## config.mk

```make
export PLATFORM = sky130hd
export DESIGN_NAME = secure_reg_bank_flat
export DESIGN_NICKNAME = d
export VERILOG_FILES = /design/src/rtl/secure_reg_pkg.sv /design/src/rtl/secure_reg_bank_if.sv /design/src/rtl/secure_viol_monitor.sv /design/src/rtl/secure_reg_bank.sv /design/src/flat_wrapper.sv
export SDC_FILE = /design/constraint.sdc
export NUM_CORES = 1
export LEC_CHECK = 0
export BUFFER_PORTS_ARGS = -buffer_cell sky130_fd_sc_hd__buf_4
export CORE_MARGIN = 2
export CORE_UTILIZATION = 45
export DETAILED_ROUTE_END_ITERATION = 6
export PLACE_DENSITY = 0.6
export SETUP_SLACK_MARGIN = 0.4
export SLEW_MARGIN = 20
export SYNTH_ARGS = -nofsm -noshare
export SYNTH_HDL_FRONTEND = slang
export SYNTH_HIERARCHICAL = 1
export SYNTH_SLANG_ARGS = --single-unit
```

## constraint.sdc

```tcl
create_clock -name clk -period 3.34 [get_ports clk]
set_input_delay 0.167 -clock clk [delete_from_list [all_inputs] [get_ports clk]]
set_output_delay 0.167 -clock clk [all_outputs]
set_load 0.02 [all_outputs]
```

## src/rtl/secure_reg_pkg.sv

```systemverilog
// rtl/secure_reg_pkg.sv - shared op encoding, FSM states and privileged thread ID
package secure_reg_pkg;

   typedef enum logic [2:0] {
      OP_READ      = 3'd0,
      OP_WRITE     = 3'd1,
      OP_SET_OWNER = 3'd2,
      OP_LOCK      = 3'd3,
      OP_CLEAR     = 3'd4
   } req_op_e;

   typedef enum logic {
      NORMAL  = 1'b0,
      LOCKOUT = 1'b1
   } viol_state_e;

   localparam int unsigned PRIV_TID = 0;

endpackage

```

## src/rtl/secure_reg_bank_if.sv

```systemverilog
// rtl/secure_reg_bank_if.sv - thread-tagged request/response bus of the secure register bank
interface secure_reg_bank_if #(
   parameter int DATA_WIDTH = 32,
   parameter int ADDR_WIDTH = 3,
   parameter int TID_WIDTH  = 4,
   parameter int VIOL_WIDTH = 8
);
   logic                  req_valid;
   logic [2:0]            req_op;
   logic [ADDR_WIDTH-1:0] req_addr;
   logic [DATA_WIDTH-1:0] req_wdata;
   logic [TID_WIDTH-1:0]  req_tid;
   logic                  rsp_valid;
   logic [DATA_WIDTH-1:0] rsp_rdata;
   logic                  rsp_err;
   logic                  lockout;
   logic [VIOL_WIDTH-1:0] viol_count;

   modport master (
      output req_valid, req_op, req_addr, req_wdata, req_tid,
      input  rsp_valid, rsp_rdata, rsp_err, lockout, viol_count
   );

   modport slave (
      input  req_valid, req_op, req_addr, req_wdata, req_tid,
      output rsp_valid, rsp_rdata, rsp_err, lockout, viol_count
   );
endinterface

```

## src/rtl/secure_viol_monitor.sv

```systemverilog
// rtl/secure_viol_monitor.sv - saturating violation counter and NORMAL/LOCKOUT FSM
module secure_viol_monitor
   import secure_reg_pkg::*;
#(
   parameter int VIOL_WIDTH     = 8,
   parameter int LOCKOUT_THRESH = 4
) (
   input  logic                  clk,
   input  logic                  rst_n,
   input  logic                  viol,
   input  logic                  clear,
   output logic [VIOL_WIDTH-1:0] count,
   output logic                  lockout
);
   viol_state_e           state_q, state_d;
   logic [VIOL_WIDTH-1:0] count_q, count_d, count_inc;
   logic                  lockout_q;

   always_comb begin
      count_inc = (&count_q) ? count_q : count_q + VIOL_WIDTH'(1);
      count_d   = count_q;
      state_d   = state_q;
      if (clear) begin
         count_d = '0;
         state_d = NORMAL;
      end else if (viol) begin
         count_d = count_inc;
         // threshold is judged on the post-increment (saturated) count
         if (LOCKOUT_THRESH != 0 && 32'(count_inc) >= 32'(LOCKOUT_THRESH)) begin
            state_d = LOCKOUT;
         end
      end
   end

   always_ff @(posedge clk or negedge rst_n) begin
      if (!rst_n) begin
         state_q   <= NORMAL;
         count_q   <= '0;
         lockout_q <= 1'b0;
      end else begin
         state_q   <= state_d;
         count_q   <= count_d;
         lockout_q <= (state_d == LOCKOUT);
      end
   end

   assign count   = count_q;
   assign lockout = lockout_q;
endmodule

```

## src/rtl/secure_reg_bank.sv

```systemverilog
// rtl/secure_reg_bank.sv - thread-owned lockable register bank with access checking
module secure_reg_bank
   import secure_reg_pkg::*;
#(
   parameter int DATA_WIDTH     = 32,
   parameter int NUM_REGS       = 8,
   parameter int TID_WIDTH      = 4,
   parameter int VIOL_WIDTH     = 8,
   parameter int LOCKOUT_THRESH = 4
) (
   input  logic               clk,
   input  logic               rst_n,
   secure_reg_bank_if.slave   bus
);
   localparam int ADDR_WIDTH = (NUM_REGS > 1) ? $clog2(NUM_REGS) : 1;

   logic [DATA_WIDTH-1:0] regs_q  [NUM_REGS];
   logic [DATA_WIDTH-1:0] regs_d  [NUM_REGS];
   logic [TID_WIDTH-1:0]  owner_q [NUM_REGS];
   logic [TID_WIDTH-1:0]  owner_d [NUM_REGS];
   logic                  lock_q  [NUM_REGS];
   logic                  lock_d  [NUM_REGS];

   logic                  rsp_valid_q, rsp_valid_d;
   logic                  rsp_err_q, rsp_err_d;
   logic [DATA_WIDTH-1:0] rsp_rdata_q, rsp_rdata_d;

   logic                  in_range, priv, is_owner, grant, viol, clear, lockout;
   logic [ADDR_WIDTH-1:0] addr_idx;
   logic [VIOL_WIDTH-1:0] viol_count;

   always_comb begin
      in_range = (32'(bus.req_addr) < 32'(NUM_REGS));
      // out-of-range addresses never index the arrays; they are denied anyway
      addr_idx = in_range ? bus.req_addr : '0;
      priv     = (bus.req_tid == TID_WIDTH'(PRIV_TID));
      is_owner = (bus.req_tid == owner_q[addr_idx]);

      case (bus.req_op)
         OP_READ:      grant = in_range && (priv || is_owner);
         OP_WRITE:     grant = in_range && (priv || is_owner) && !lock_q[addr_idx];
         OP_SET_OWNER: grant = in_range && priv && !lock_q[addr_idx];
         OP_LOCK:      grant = in_range && priv;
         OP_CLEAR:     grant = priv;
         default:      grant = 1'b0;
      endcase
      if (lockout && !priv) grant = 1'b0;

      viol  = bus.req_valid && !grant;
      clear = bus.req_valid && grant && (bus.req_op == OP_CLEAR);

      regs_d  = regs_q;
      owner_d = owner_q;
      lock_d  = lock_q;
      if (bus.req_valid && grant) begin
         case (bus.req_op)
            OP_WRITE:     regs_d[addr_idx]  = bus.req_wdata;
            OP_SET_OWNER: owner_d[addr_idx] = bus.req_wdata[TID_WIDTH-1:0];
            OP_LOCK:      lock_d[addr_idx]  = 1'b1;
            default:      ;
         endcase
      end

      rsp_valid_d = bus.req_valid;
      rsp_err_d   = viol;
      rsp_rdata_d = (bus.req_valid && grant && bus.req_op == OP_READ) ? regs_q[addr_idx] : '0;
   end

   always_ff @(posedge clk or negedge rst_n) begin
      if (!rst_n) begin
         for (int i = 0; i < NUM_REGS; i++) begin
            regs_q[i]  <= '0;
            owner_q[i] <= '0;
            lock_q[i]  <= 1'b0;
         end
         rsp_valid_q <= 1'b0;
         rsp_err_q   <= 1'b0;
         rsp_rdata_q <= '0;
      end else begin
         regs_q      <= regs_d;
         owner_q     <= owner_d;
         lock_q      <= lock_d;
         rsp_valid_q <= rsp_valid_d;
         rsp_err_q   <= rsp_err_d;
         rsp_rdata_q <= rsp_rdata_d;
      end
   end

   secure_viol_monitor #(
      .VIOL_WIDTH     (VIOL_WIDTH),
      .LOCKOUT_THRESH (LOCKOUT_THRESH)
   ) u_viol_monitor (
      .clk     (clk),
      .rst_n   (rst_n),
      .viol    (viol),
      .clear   (clear),
      .count   (viol_count),
      .lockout (lockout)
   );

   assign bus.rsp_valid  = rsp_valid_q;
   assign bus.rsp_err    = rsp_err_q;
   assign bus.rsp_rdata  = rsp_rdata_q;
   assign bus.lockout    = lockout;
   assign bus.viol_count = viol_count;
endmodule

```

## src/flat_wrapper.sv

```systemverilog
// flat-port wrapper written by rule: the top's interface ports become plain ports
module secure_reg_bank_flat import secure_reg_pkg::*;
#(
   parameter int DATA_WIDTH     = 32,
   parameter int NUM_REGS       = 8,
   parameter int TID_WIDTH      = 4,
   parameter int VIOL_WIDTH     = 8,
   parameter int LOCKOUT_THRESH = 4
)
  (clk, rst_n, bus_req_valid, bus_req_op, bus_req_addr, bus_req_wdata, bus_req_tid, bus_rsp_valid, bus_rsp_rdata, bus_rsp_err, bus_lockout, bus_viol_count);
  secure_reg_bank_if #(.DATA_WIDTH(DATA_WIDTH), .ADDR_WIDTH(3), .TID_WIDTH(TID_WIDTH), .VIOL_WIDTH(VIOL_WIDTH)) bus_i ();
  input  logic clk;
  input  logic rst_n;
  input wire logic [$bits(bus_i.req_valid)-1:0] bus_req_valid;
  input wire logic [$bits(bus_i.req_op)-1:0] bus_req_op;
  input wire logic [$bits(bus_i.req_addr)-1:0] bus_req_addr;
  input wire logic [$bits(bus_i.req_wdata)-1:0] bus_req_wdata;
  input wire logic [$bits(bus_i.req_tid)-1:0] bus_req_tid;
  output wire logic [$bits(bus_i.rsp_valid)-1:0] bus_rsp_valid;
  output wire logic [$bits(bus_i.rsp_rdata)-1:0] bus_rsp_rdata;
  output wire logic [$bits(bus_i.rsp_err)-1:0] bus_rsp_err;
  output wire logic [$bits(bus_i.lockout)-1:0] bus_lockout;
  output wire logic [$bits(bus_i.viol_count)-1:0] bus_viol_count;
  assign bus_i.req_valid = bus_req_valid;
  assign bus_i.req_op = bus_req_op;
  assign bus_i.req_addr = bus_req_addr;
  assign bus_i.req_wdata = bus_req_wdata;
  assign bus_i.req_tid = bus_req_tid;
  assign bus_rsp_valid = bus_i.rsp_valid;
  assign bus_rsp_rdata = bus_i.rsp_rdata;
  assign bus_rsp_err = bus_i.rsp_err;
  assign bus_lockout = bus_i.lockout;
  assign bus_viol_count = bus_i.viol_count;
  secure_reg_bank #(.DATA_WIDTH(DATA_WIDTH), .NUM_REGS(NUM_REGS), .TID_WIDTH(TID_WIDTH), .VIOL_WIDTH(VIOL_WIDTH), .LOCKOUT_THRESH(LOCKOUT_THRESH)) u_core (.clk(clk), .rst_n(rst_n), .bus(bus_i));
endmodule
```

==> impl_metrics.yaml, run 1 <==
logic_synthesis:
  ys_top_cells_by_area: "dfrtp_1, mux2_1, mux2_2"
  synth_xor_xnor_area_share_pct: 0.221
  ys_warn_count: 6
  synth-compound-area-share_pct: 8.35
  muxShareOfSynthArea_pct: 27.3
  synthCells: 1092
  ys.flop_type: "dfrtp_1"
  syn_area_um2: 15300
  synth_top_family_by_area: "multiplexers"
  ys_async_sr_fraction_pct: 100
  synth.distinct_cells: 66
  yosys.area.top_type_share_pct: 55.5
  synth_nets: 1138
  yosys.area_share.adder_pct: 0.0819
  yosysTopAreaCell: "dfrtp_1"
  synth.most_common_cell: "dfrtp_1"
  synth-seq-cells: 339
  synth_top_cells_by_count: "dfrtp_1, mux2_1, mux2_2"
  seq_area_frac_synth_pct: 55.5
  synth-simple-area-share_pct: 4.85
  syn_area_per_cell_um2: 14.0
  synth-edff-count: 0
worst_setup_path:
  cp.required_ns: 3.73
  critPathArrivalTime_ns: 3.14
  end_kind: "register"
  critPathMaxFanout: 17
  criticalPathCategory: "register to register"
  start_kind: "register"
clock_network:
  clock_sinks: 339
  cts_setup_buffers: 0
  clk_latency_ns: 0.52
  root_buffer: "clkbuf_16"
  clockBufferDepth: 3
  cts_made_buffers: 38
  cts_hold_buf: 30
  h-tree-depth: 2
  cts_resized: 0
  cts_tree: "built"
  clk_pin_slew_worst_paths_ns: 0.06
die:
  die_h_um: 188
  dieArea_um2: 35500
  die_w_um: 188
  start_util_pct: 45.7
  ioPinCount: 88
  core_um2: 33400
  rows: 67
run_status:
  status: "finished clean"
placement:
  gp_congestion: 0.755
  placed_cell_area_um2: 16500
  io_buffers: 87
  place_inst: 1600
  dp_hpwl_um: 23200
global_route:
  grt_pass1_wl_um: 59700
  grt_max_degree: 96
  grt_usage_pct: 21.6
  grt.overflow.total: 0
  grt_antenna_before_repair: 1
  grt_pass1_vias: 10100
pwr:
  power_frac_seq_pct: 46.8
  clkPwrFrac_pct: 44.5
  p_switching_w: 0.00223
  p_sw_share_pct: 24.3
  vdd_drop_max_mv: 0.404
  p_per_area_nw_per_um2: 510
  internal_power_w: 0.00695
  p_leak_nw: 8.96
  combPwrFrac_pct: 8.7
finish:
  area_growth_pct: 17.9
  final_area_um2: 18000
  regArea_um2: 8480
  final.fill_count: 2821
  fin_util_pct: 53.9
  fin_nets: 1268
  instances_no_fill: 1700
  multiInputGateArea_um2: 6250
  drive_gt1_share_pct: 25.3
detailed_routing:
  drc: 0
  drt_wl_total_um: 37700
  postRouteAntennaNets: 0
  dr.first_iter.drc_count: 573
  highest_layer: "met4"
  wl_met3_um: 1890
  via_per_inst: 5.65
  wl_per_cell_um: 22.2
  first_pass_iters: 4
  route.met2.wl_um: 17900
  num_vias: 9602
  wl_met1_um: 17200
flow_run:
  cap_viol_max_count: 0
sta:
  hold_viol_final: 0
  fin_crit_sh_pct: 82.2
  rsz0062_at_grt: "no"
  clock_skew_ns: 0.0164
  relSlewSlack_pct: 37.6
  drv_slew: 0
  worst_pin_slew_ns: 0.912
  setup_violations: 0
  clock.fmax_ghz: 0.364
  fin_crit_ns: 2.75
  fin_setup_tns_ns: 0
min_path:
  hp-class: "input port to register"
## cells by family (layout without fill, tap and decap cells)
group | count (synthesis) | count (layout)
buf+inv | 87 | 246
mux | 359 | 359
other cells | 0 | 1
flops | 339 | 339
xor+xnor | 3 | 3
compound gates | 162 | 162
fa+ha+maj | 1 | 1
simple gates | 141 | 141
## worst max-delay path, stage by stage (launching register included)
cell and delay [ns]:
dfrtp_1 0.37, mux2_1 0.30, o22ai_1 0.24, a221oi_1 0.12, xnor2_2 0.20, o2111ai_4 0.14
buf_4 0.23, a211oi_4 0.28, buf_4 0.37, mux2_1 0.36
## stage by stage
| step | hold WS (ns) | power, W | setup WS (ns) |
|---|---|---|---|
| 6_report | 0.0331 | 0.00918 | 0.594 |
| 5_1_grt | 0.0435 | 0.00957 | 0.419 |
| 4_1_cts | 0.0303 | 0.00930 | 0.598 |
| 3_5_place_dp | 0.274 | 0.00515 | 0.347 |
| 3_3_place_gp | 0.274 | 0.00514 | 0.382 |
| 2_1_floorplan | -0.129 | 0.00476 | 0.412 |
## power by group through the flow
stage	clock network, W	logic [W]	registers, W
floorplan	0	0.000383	0.00438
global placement	0	0.000778	0.00436
detailed placement	0	0.000784	0.00436
CTS	0.00419	0.000815	0.00429
global route	0.00438	0.000884	0.00430
finish	0.00409	0.000801	0.00429
## final cells by class
| cell class | count | share of cell area [%] |
|---|---|---|
| antenna | 1 | 0.0139 |
| clock buffer | 58 | 6.37 |
| clock inverter | 11 | 0.500 |
| inverter | 11 | 0.229 |
| multi-input combinational | 666 | 34.7 |
| sequential | 339 | 47.1 |
| tap | 448 | 3.11 |
| timing repair buffer | 166 | 8.00 |
## placed cells by master, fill, tap and decap left out, drive strengths merged, types with 6 or more instances in the layout
cell type / synthesis / routed
buf: 49 / 136
clkbuf: 27 / 58
o21ai: 28 / 28
nor2: 26 / 26
dfrtp: 339 / 339
dlygate4sd3: 0 / 30
o21bai: 6 / 6
a21oi: 15 / 15
o221ai: 33 / 33
mux2i: 29 / 29
nor3: 25 / 25
mux4: 15 / 15
o22ai: 34 / 34
nand2: 31 / 31
inv: 10 / 11
nor4: 6 / 6
nand2b: 13 / 13
nand3: 9 / 9
mux2: 315 / 315
clkinv: 1 / 9
a211oi: 14 / 14
o22a: 9 / 9
## flip-flops by register name, summed over array words and instances (netlist names)
signal / flops
u_core/regs_q: 256
u_core/lock_q: 8
u_core/u_viol_monitor/count: 8
u_core/bus.rsp_err: 1
u_core/u_viol_monitor/lockout: 1
u_core/bus.rsp_valid: 1
u_core/owner_q: 32
u_core/bus.rsp_rdata: 32
## per-layer routing
metal / vias up / GRT usage (%)
met5: - / 0
met4: 0 / 5.20
met3: 41 / 3.37
met2: 173 / 35.0
met1: 5079 / 30.8
li1: 4309 / -
## path summary, 6_finish.rpt
check / cells after the start / from / end / slack, ns
min in group asynchronous: 2 / rst_n / u_core/regs_q[231]$_DFFE_PN0P_ / 0.28
worst min-delay path: 2 / bus_req_wdata[0] / u_core/regs_q[160]$_DFFE_PN0P_ / 0.03
worst max register to register: 9 / u_core/owner_q[2]$_DFFE_PN0P_ / u_core/regs_q[40]$_DFFE_PN0P_ / 0.59
worst max-delay path: 9 / u_core/owner_q[2]$_DFFE_PN0P_ / u_core/regs_q[40]$_DFFE_PN0P_ / 0.59
worst min register to register: 2 / u_core/lock_q[1]$_DFFE_PN0P_ / u_core/lock_q[1]$_DFFE_PN0P_ / 0.46
max in group asynchronous: 3 / rst_n / u_core/regs_q[213]$_DFFE_PN0P_ / 2.16
Power figures use the tool's default switching activity.
==> run 2: changes to the inputs <==
clock period = 2.55 ns   (was 3.34 ns; I/O delays follow)
==> run 2 against run 1 <==
  * The run now ends with setup timing left
  * Combinational power rose by 47%
  * Sequential share of layout area is 6.5 points lower
  * Via count grew 5.4%
  * Clock power grew 40%
  * Critical path type unchanged
  * Non-clock buffer count rose by 91
  * Flip-flop and latch count unchanged
  * Die area unchanged
  * Register-to-register slack lost 0.79 ns
  * Routed wire length rose by 16%
  * Worst hold slack got worse by 0.016 ns
  * Worst setup slack lost 0.79 ns
  * Total power up 37%
==> impl_metrics.yaml, run 2 (synthesis gave the netlist of run 1 again) <==
finish:
  fin_nets: 1358
  top_register: "u_core/regs_q"
  drive_gt1_share_pct: 51.1
  multiInputGateArea_um2: 7550
  diodes: 0
  area_growth_pct: 36.7
  final.fill_count: 2526
  largest_reg_flops: 256
  final_cell_mix: "dfrtp_1, mux2_4, buf_4"
  mostFrequentLayoutCell: "dfrtp_1"
  final_area_um2: 20900
  regArea_um2: 8480
run_status:
  violations: "setup timing"
  status: "finished with violations"
die:
  die_w_um: 188
  die_h_um: 188
  dieArea_um2: 35500
  core_um2: 33400
  rows: 67
  ioPinCount: 88
  start_util_pct: 45.7
min_path:
  hp-class: "input port to register"
  min_to: "u_core/regs_q[130]$_DFFE_PN0P_"
  holdPathStages: 2
  hp-start: "bus_req_wdata[2]"
sta:
  setup_violations: 262
  hold_viol_final: 0
  clock.fmax_ghz: 0.365
  drv_slew: 0
  clock_skew_ns: 0.0231
  fin_crit_ns: 2.74
  worst_pin_slew_ns: 0.709
  fin_crit_sh_pct: 108
  relSlewSlack_pct: 52.7
  rsz0062_at_grt: "yes"
  fin_ws_ns: -0.193
pwr:
  p_per_area_nw_per_um2: 600
  vdd_drop_max_mv: 0.467
  p_leak_nw: 9.77
global_route:
  grt_antenna_before_repair: 0
  grt_pass1_wl_um: 65700
  grt_usage_pct: 24.2
  grt.overflow.total: 0
  grt_pass1_vias: 10500
  grt_max_degree: 90
placement:
  io_buffers: 87
  gp_congestion: 0.797
  placed_cell_area_um2: 18000
  pre_cts_ws_ns: -0.258
  dp_hpwl_um: 25100
detailed_routing:
  first_pass_iters: 4
  drc: 0
  wl_per_cell_um: 24.3
  dr.first_iter.drc_count: 677
  postRouteAntennaNets: 0
  num_vias: 10100
  via_per_inst: 5.66
  drt_wl_total_um: 43500
worst_setup_path:
  rrSetupSlack_ns: -0.19
  cpMostUsedCell: "buf_12"
  cp.required_ns: 2.97
  path_delay_family: "multiplexers"
  critPathArrivalTime_ns: 3.17
  start_kind: "register"
  cp.depth: 11
  critical_path.max_stage_delay_ns: 0.52
  cp_cell_sequence: "mux2i_1 > mux4_2 > xnor2_2 > a21oi_2 > o2111ai_4 > buf_12 > a211oi_4 > buf_6 > buf_12 > buf_16 > mux2_4"
  r2r-start: "u_core/owner_q[9]$_DFFE_PN0P_"
  critPathBufInv: 4
  criticalPathCategory: "register to register"
  reg2regPathDepth: 11
  critPathMaxFanout: 9
  end_kind: "register"
  slowest_stage: "mux4_2"
  r2r_end: "u_core/regs_q[6]$_DFFE_PN0P_"
clock_network:
  cts_made_buffers: 37
  h-tree-depth: 2
  clockBufferDepth: 3
  root_buffer: "clkbuf_16"
  cts_tree: "built"
  clk_pin_slew_worst_paths_ns: 0.06
  clock_sinks: 339
  clk_latency_ns: 0.54
flow_run:
  cap_viol_max_count: 0
## run 2: changes by cell type in the layout (fill, tap and decap cells not counted), sizes merged
cell and delta:
buf +80, bufinv +4, clkbuf -4, bufbuf +3
clkinv +3, clkinvlp +2, dlygate4sd3 +2, diode -1
inv -1
## run 2: worst max-delay path by stage
stage	from	end
after floorplan	u_core/owner_q[9]$_DFFE_PN0P_	u_core/u_viol_monitor/count[7]$_DFFE_PN0P_
after global placement	bus_req_addr[0]	u_core/regs_q[100]$_DFFE_PN0P_
after detailed placement	bus_req_addr[0]	u_core/bus.rsp_rdata[20]$_DFF_PN0_
after CTS	u_core/owner_q[9]$_DFFE_PN0P_	u_core/regs_q[94]$_DFFE_PN0P_
after global routing	u_core/owner_q[25]$_DFFE_PN0P_	u_core/regs_q[13]$_DFFE_PN0P_
final	u_core/owner_q[9]$_DFFE_PN0P_	u_core/regs_q[6]$_DFFE_PN0P_
## run 2: per-layer routing
metal / wire, µm / vias to the layer above / track usage (%) / share of wire, %
met3: 2040 / 65 / 4.17 / 4.7
met5: 0 / - / 0 / 0
met2: 20000 / 245 / 37.4 / 46
li1: - / 4511 / - / -
met4: 1110 / 0 / 7.00 / 2.5
met1: 20400 / 5297 / 35.2 / 47
## run 2: power by group
part           switching, W  total [W]  internal [W]
combinational      0.000693    0.00118      0.000489
sequential         0.000145    0.00563       0.00548
clock               0.00227    0.00572       0.00345
## run 2: layout make-up
class                      instances  share of cell area [%]
clock inverter                    19                    1.16
clock buffer                      48                    5.07
tap                              448                    2.68
multi-input combinational        666                    36.2
inverter                          11                   0.222
timing repair buffer             257                    14.1
sequential                       339                    40.6
## run 2: through the flow
step	total power, W	TNS (ns)	cells	hold slack [ns]	utilization [%]
6_report	0.0125	-30.83	1788	0.0175	62.4
5_1_grt	0.0130	-44.80	1788	0.0189	62.4
4_1_cts	0.0126	-15.84	1764	0.000529	60.3
3_5_place_dp	0.00683	-27.54	1640	0.123	53.8
3_3_place_gp	0.00682	-15.64	1640	0.124	53.8
2_1_floorplan	0.00629	-0.946	1092	-0.168	-
## run 2: timing repair
| item | 4_1_cts | 5_1_grt |
|---|---|---|
| resized for setup | 37 | 65 |
| setup buffers | 13 | 18 |
| pin swaps | 0 | 4 |
| endpoints found under the setup margin | 306 | 330 |
| endpoints found under the hold margin | 302 | 0 |
| hold buffers | 32 | 0 |
| gates cloned | 12 | 6 |
